<file path="config.mk">
export PLATFORM = sky130hd
export DESIGN_NAME = serial_sub
export DESIGN_NICKNAME = d
export VERILOG_FILES = /design/src/rtl/serial_sub.sv
export SDC_FILE = /design/constraint.sdc
export NUM_CORES = 1
export LEC_CHECK = 0
export BUFFER_PORTS_ARGS = -buffer_cell sky130_fd_sc_hd__buf_2
export CAP_MARGIN = 20
export CORE_MARGIN = 2
export CORE_UTILIZATION = 40
export CTS_CLUSTER_SIZE = 16
export DETAILED_ROUTE_END_ITERATION = 16
export PLACE_DENSITY_LB_ADDON = 0.05
export SETUP_SLACK_MARGIN = 0.3
export SYNTH_ARGS = -nofsm -noshare
export SYNTH_HDL_FRONTEND = slang
export SYNTH_SLANG_ARGS = --single-unit
</file>
<file path="constraint.sdc">
create_clock -name clk -period 1.1 [get_ports clk]
set_input_delay 0.22 -clock clk [delete_from_list [all_inputs] [get_ports clk]]
set_output_delay 0.22 -clock clk [all_outputs]
set_load 0.01 [all_outputs]
</file>
<file path="src/rtl/serial_sub.sv">
// Bit-serial unsigned subtractor: one full-subtractor cell plus a borrow flop.
// Computes (a - b) mod 2^WIDTH LSB first; result and borrow held between ops.
module serial_sub #(
  parameter int WIDTH = 4
) (
  input  logic             clk,
  input  logic             rst,
  input  logic             start,
  input  logic [WIDTH-1:0] a,
  input  logic [WIDTH-1:0] b,
  output logic             busy,
  output logic             done,
  output logic [WIDTH-1:0] diff,
  output logic             bout
);

  localparam int CW = (WIDTH > 2) ? $clog2(WIDTH) : 1;

  typedef enum logic [1:0] {
    IDLE = 2'd0,
    RUN  = 2'd1,
    DONE = 2'd2
  } state_t;

  state_t           r_state;
  state_t           w_next;
  logic [WIDTH-1:0] r_sa;
  logic [WIDTH-1:0] r_sb;
  logic [WIDTH-1:0] r_sd;
  logic             r_br;
  logic [CW-1:0]    r_cnt;
  logic [WIDTH-1:0] r_diff;
  logic             r_bout;

  logic             w_x;
  logic             w_y;
  logic             w_d;
  logic             w_br_nxt;
  logic [WIDTH-1:0] w_sd_nxt;
  logic             w_last;

  assign w_x      = r_sa[0];
  assign w_y      = r_sb[0];
  assign w_d      = w_x ^ w_y ^ r_br;
  assign w_br_nxt = (~w_x & w_y) | (~(w_x ^ w_y) & r_br);
  assign w_sd_nxt = {w_d, r_sd[WIDTH-1:1]};
  assign w_last   = (r_cnt == CW'(WIDTH - 1));

  always_comb begin
    w_next = r_state;
    unique case (r_state)
      IDLE:    if (start) w_next = RUN;
      RUN:     if (w_last) w_next = DONE;
      DONE:    w_next = IDLE;
      default: w_next = IDLE;
    endcase
  end

  always_ff @(posedge clk) begin
    if (rst) begin
      r_state <= IDLE;
      r_sa    <= '0;
      r_sb    <= '0;
      r_sd    <= '0;
      r_br    <= 1'b0;
      r_cnt   <= '0;
      r_diff  <= '0;
      r_bout  <= 1'b0;
    end else begin
      r_state <= w_next;
      unique case (r_state)
        IDLE: begin
          if (start) begin
            r_sa  <= a;
            r_sb  <= b;
            r_sd  <= '0;
            r_br  <= 1'b0;
            r_cnt <= '0;
          end
        end
        RUN: begin
          r_sa  <= {1'b0, r_sa[WIDTH-1:1]};
          r_sb  <= {1'b0, r_sb[WIDTH-1:1]};
          r_sd  <= w_sd_nxt;
          r_br  <= w_br_nxt;
          r_cnt <= r_cnt + CW'(1);
          // Final bit: publish result including the bit formed this cycle
          if (w_last) begin
            r_diff <= w_sd_nxt;
            r_bout <= w_br_nxt;
          end
        end
        default: ;
      endcase
    end
  end

  assign busy = (r_state == RUN);
  assign done = (r_state == DONE);
  assign diff = r_diff;
  assign bout = r_bout;

endmodule

</file>
==> run metrics, run 1 <==
clock transition at the registers of the reported paths=120 ps; reg2reg path depth=6; # hold bufs at CTS=0; worst setup margin=-233.2 ps; Post-Layout Cell Count=163; FF-to-FF Start=r_state[1]$_SDFFE_PP0P_; share of cells above drive strength 1=0.6889; global-route wire length before repair=3601 µm; DR vias/cell=5.006; Placed Cells=146; final hold violation count=0; max frequency=750.1 MHz; Mapped Avg Cell Area=10.15 µm²; number of global-route vias before repair=803; leading area contributor after synthesis=dfxtp_1; Filler Cell Count=173; clk_lat worst skew=300 ps; die width=52.31 µm; Post-synth EDFFs=0; share of the synthesized area in the top cell type=0.4504; Netlist cell types=27; num rows=17; wl on met1=1033 µm; HP Start=b[3]; Final min period=1333 ps; synth warn=0; area of the multi-input gates=569.3 µm²; RR Endpoint=r_sa[3]$_SDFFE_PP0P_; Root Buffer=clkbuf_4; reg2reg setup slack=-200 ps; IO Pins=18; DP Area=1194 µm²; final setup fails=20; Crit. End Element=primary output; prevailing post-synth register cell=dfxtp_1; Vias=816; die span in y=52.31 µm; Post-synth top cells=21 x dfxtp_1, 13 x nor2_1, 7 x a22oi_1; Final Cell Area=1515 µm²; worst hold stages=3; Longest Clk Path Bufs=2; Setup Skew=5.864 ps; Ant. Diodes=0; Total GRT Usage=0.1831; Area contributors post-synth=dfxtp_1 45%, mux2i_1 6.4%, a22oi_1 5.6%, a211oi_2 5.4%, nor2_1 5.2%; syn_nets=105; DRT iter0 DRCs=7; Fin Hold WS=153.8 ps; critical-path maximum fanout=4; Leakage Power=0.6169 nW; dominant cell by count in the synthesized netlist=dfxtp_1; initial antenna violation count=0; WS Path Type=reg2out; Register Area=440.4 µm²; post-DP HPWL=1350 µm; Final period util=1.212; flops & latches, synth=21; critical path required time=880 ps; worst vdd ir=0.7462 mV; P per Cell Area=1026 nW/µm²; DR WL/cell=13.39 µm; Hold Path Sink=r_sb[3]$_SDFFE_PP0P_; core box area=2212 µm²; Placer Congestion=0.6731; area grow syn2layout=62.33%; fin util=0.6850; Sink Count=21; Rel. slew slack=0.6937; CP Launch Type=flip-flop; worst-margin pin slew=459.5 ps; unrepaired setup endpoints after global routing=true; routed wl met2=1055 µm; H-tree depth=1; WL final=2182 µm; post-synthesis instance area=933.4 µm²; met3 routed WL=59 µm; max cap viols=0; setup TNS=-3141 ps; antenna-violating nets left=0; status=complete, but fails checks; Initial Utilization=0.4219; port bufs=17; first drt pass iteration count=4; full die area=2736 µm²; total CTS buffers=3; CTS tree=yes; worst hold path type=in2reg; largest net degree at the start of global routing=22; Nets=149; grt ovf=0; ys async rst share=0; Highest Signal Layer=met4; post-synthesis cell count=92; register area share after synthesis=0.4504; Max Transition Viols Final=0; failing checks=negative setup slack; drt drc=0; WP data arrival=1110 ps
layout make-up:
type / count / share of cell area
clock buffers: 3 / 0.01486
multi-input cells: 61 / 0.3757
flip-flops and latches: 21 / 0.2907
inverters: 4 / 0.009909
repair buffers: 45 / 0.2824
well taps: 28 / 0.02312
clock inverters: 1 / 0.003303
kinds of logic after synthesis:
kind of cell               after synthesis  synth area share
and+or+nand+nor                         35            0.2078
adders and majority gates                2           0.03485
muxes                                    6           0.06435
buffers and inverters                   10           0.07774
AOI/OAI and AO/OA                       18            0.1649
DFF                                     21            0.4504
registers in the layout, summed over array words and instances, names as in the netlist:
signal   flops
diff         4
r_sa         4
r_sb         4
r_sd         3
r_cnt        2
r_state      2
bout         1
r_br         1
cell usage in the layout (no fill, tap or decap), types with 5 or more instances in the layout:
| cell type | n |
|---|---|
| dfxtp_2 | 10 |
| buf_4 | 13 |
| buf_6 | 18 |
| buf_2 | 10 |
| dfxtp_1 | 9 |
| a22oi_2 | 5 |
| nor2_1 | 10 |
| a211oi_2 | 5 |
| mux2i_1 | 6 |
power by group:
group	switching [mW]	internal (mW)	leakage (nW)	total [mW]
registers	0.0300	0.796	0.177	0.826
logic	0.155	0.200	0.422	0.355
clock network	0.238	0.136	0.0177	0.374
total	0.424	1.13	0.617	1.55
worst max-delay path, stage by stage, from the launching register on:
cell	delay [ps]
dfxtp_4	370
and2b_1	200
buf_12	130
buf_6	110
worst max path at each step:
stage / slack [ps] / end / start
after global placement: -60 / r_sd[3]$_SDFFE_PP0P_ / r_sb[0]$_SDFFE_PP0P_
final: -230 / busy / r_state[1]$_SDFFE_PP0P_
after global routing: -290 / busy / r_state[1]$_SDFFE_PP0P_
after detailed placement: -80 / r_sd[3]$_SDFFE_PP0P_ / r_sb[0]$_SDFFE_PP0P_
after floorplan: -50 / r_sd[3]$_SDFFE_PP0P_ / r_sb[0]$_SDFFE_PP0P_
after CTS: -240 / busy / r_state[1]$_SDFFE_PP0P_
per-layer routing:
metal,GRT usage,up-vias
li1,-,412
met2,0.2875,11
met1,0.2372,389
met3,0.03714,4
met5,0,-
met4,0.08974,0
through the flow:
| step | setup WS (ps) | power (mW) |
|---|---|---|
| floorplan | -46.28 | 1.019 |
| global placement | -60.06 | 1.098 |
| detailed placement | -81.22 | 1.103 |
| CTS | -241.8 | 1.557 |
| global route | -288.9 | 1.641 |
| finish | -233.2 | 1.555 |
timing repair:
item / in CTS / in global routing
setup endpoints to repair: 28 / 28
gates cloned: 1 / 0
gates resized for setup: 38 / 6
pin swaps: 8 / 9
buffers inserted: 10 / 2
(Power assumes the default switching activity.)
==> run 2: changes to the inputs <==
--- a/config.mk
+++ b/config.mk
@@ -15,2 +15,3 @@
 export SETUP_SLACK_MARGIN = 0.3
+export SLEW_MARGIN = 20
 export SYNTH_ARGS = -nofsm -noshare
--- a/constraint.sdc
+++ b/constraint.sdc
@@ -3,2 +3,2 @@
 set_output_delay 0.22 -clock clk [all_outputs]
-set_load 0.01 [all_outputs]
+set_load 0.02 [all_outputs]
==> run metrics, run 2 (synthesis results as in run 1) <==
Highest Signal Layer=met4 (unchanged); Root Buffer=clkbuf_4 (unchanged); P per Cell Area=1073 nW/µm² (was 1026 nW/µm²); fin util=0.6499 (was 0.6850); routed wl met2=948 µm (was 1055 µm); CTS tree=yes (unchanged); setup TNS=-1639 ps (was -3141 ps); share of cells above drive strength 1=0.6744 (was 0.6889); Tot Pwr=1.543 mW (was 1.555 mW); Sink Count=21 (unchanged); failing checks=negative setup slack (unchanged); clk_lat worst skew=300 ps (about the same); final hold violation count=0 (unchanged); worst hold path type=in2reg (unchanged); number of global-route vias before repair=777 (was 803); Crit. End Element=primary output (unchanged); Max Transition Viols Final=0 (unchanged); final setup fails=21 (was 20); core box area=2212 µm² (unchanged); IO Pins=18 (unchanged); die span in y=52.31 µm (unchanged); Placer Congestion=0.7096 (was 0.6731); H-tree depth=1 (unchanged); Total GRT Usage=0.1707 (was 0.1831); Max stage delay on crit path=380 ps (was 370 ps); HP Start=a[3] (was b[3]); WS Path Type=reg2out (unchanged); Filler Cell Count=194 (was 173); worst-margin pin slew=464.4 ps (was 459.5 ps); reg2reg setup slack=-120 ps (was -200 ps); global-route wire length before repair=3525 µm (was 3601 µm); Initial Utilization=0.4219 (unchanged); DRT iter0 DRCs=6 (was 7); first drt pass iteration count=4 (unchanged); Leakage Power=0.5779 nW (was 0.6169 nW); Hold Path Sink=r_sa[3]$_SDFFE_PP0P_ (was r_sb[3]$_SDFFE_PP0P_); largest net degree at the start of global routing=22 (unchanged); unrepaired setup endpoints after global routing=true (unchanged); worst setup margin=-149.8 ps (was -233.2 ps); Ant. Diodes=0 (unchanged); CP Launch Type=flip-flop (unchanged); port bufs=17 (unchanged); clock transition at the registers of the reported paths=120 ps (about the same); worst vdd ir=0.8491 mV (was 0.7462 mV); num rows=17 (unchanged); post-DP HPWL=1342 µm (was 1350 µm); Placed Cells=145 (was 146); reg2reg path depth=5 (was 6); met3 routed WL=75 µm (was 59 µm); FF-to-FF Start=r_state[0]$_SDFFE_PP0P_ (was r_state[1]$_SDFFE_PP0P_); crit-path leading delay family=flip-flops (unchanged); Setup Skew=2.161 ps (was 5.864 ps); slowest CP cell=dfxtp_4 (unchanged); area grow syn2layout=54.02% (was 62.33%); CP bufs+invs=1 (was 2); CP Cell Sequence=and2b_2, buf_6 (was and2b_1, buf_12, buf_6); antenna-violating nets left=0 (unchanged); Vias=799 (was 816); Final period util=1.136 (was 1.212); status=complete, but fails checks (unchanged); WL final=2031 µm (was 2182 µm); wl on met1=988 µm (was 1033 µm); critical path required time=880 ps (about the same); critical-path maximum fanout=3 (was 4); Rel. slew slack=0.6904 (was 0.6937); WP data arrival=1030 ps (was 1110 ps); Nets=143 (was 149); total CTS buffers=3 (unchanged); DR WL/cell=12.94 µm (was 13.39 µm); max cap viols=0 (unchanged); drt drc=0 (unchanged); die width=52.31 µm (unchanged); initial antenna violation count=0 (unchanged); RR Endpoint=r_sa[3]$_SDFFE_PP0P_ (unchanged); Post-Layout Cell Count=157 (was 163); DR vias/cell=5.089 (was 5.006); max frequency=800.1 MHz (was 750.1 MHz); Final min period=1250 ps (was 1333 ps); Longest Clk Path Bufs=2 (unchanged); most frequent cells in the layout=16 x buf_6, 10 x nor2_1, 10 x dfxtp_2, 10 x buf_2, 10 x buf_4 (was 18 x buf_6, 13 x buf_4, 10 x nor2_1, 10 x dfxtp_2, 10 x buf_2); Fin Hold WS=163.1 ps (was 153.8 ps); worst hold stages=3 (unchanged); grt ovf=0 (unchanged); most common library cell in the layout ignoring fill and taps=buf_6 (unchanged); full die area=2736 µm² (unchanged); # hold bufs at CTS=0 (unchanged)
run 2: cell types whose count changed in the layout (fill, tap and decap cells not counted), sizes merged:
cell and delta:
buf -6
run 2: how the worst max path moves through the flow:
stage	end	from	cells after the start	slack (ps)
2_1_floorplan	r_sd[3]$_SDFFE_PP0P_	r_sb[0]$_SDFFE_PP0P_	4	-50
3_3_place_gp	r_sd[3]$_SDFFE_PP0P_	r_sb[0]$_SDFFE_PP0P_	4	-60
3_5_place_dp	r_sd[3]$_SDFFE_PP0P_	r_sb[0]$_SDFFE_PP0P_	4	-80
4_1_cts	busy	r_state[0]$_SDFFE_PP0P_	2	-180
5_1_grt	busy	r_state[1]$_SDFFE_PP0P_	2	-200
6_report	busy	r_state[1]$_SDFFE_PP0P_	2	-150
run 2: repair_timing:
action | CTS | global route
setup buffers | 2 | 6
setup endpoints to repair | 28 | 28
pin swaps | 6 | 10
gates resized for setup | 28 | 15
run 2: metrics by stage:
stage | instance area, µm² | setup slack, ps
after floorplan | 1013 | -46.28
after global placement | 1211 | -59.96
after detailed placement | 1211 | -79.52
after CTS | 1330 | -176.0
after global routing | 1438 | -204.9
final | 1438 | -149.8
run 2: routing by layer:
| layer | up-vias | global-route usage |
|---|---|---|
| li1 | 401 | - |
| met1 | 379 | 0.2270 |
| met2 | 17 | 0.2729 |
| met3 | 2 | 0.03143 |
| met4 | 0 | 0.06410 |
| met5 | - | 0 |
run 2: worst register-to-register path, stage by stage, from the launching register on:
cell and delay (ps):
dfxtp_4 390, buf_6 130, buf_12 130, o21bai_4 290, a22oi_2 120, nor2_1 100
run 2: final cells by class:
type,count,area (µm²),share of cell area
repair buffers,39,365.4,0.2541
clock inverters,1,5.005,0.003481
flip-flops and latches,21,440.4,0.3064
inverters,4,15.01,0.01044
clock buffers,3,22.52,0.01567
multi-input cells,61,554.3,0.3856
well taps,28,35.03,0.02437
run 2: power breakdown:
part | internal (mW) | switching [mW] | leakage, nW | total, mW
Sequential | 0.796 | 0.0323 | 0.177 | 0.828
Clock | 0.135 | 0.241 | 0.0177 | 0.377
Combinational | 0.189 | 0.149 | 0.383 | 0.338
Total | 1.12 | 0.423 | 0.578 | 1.54
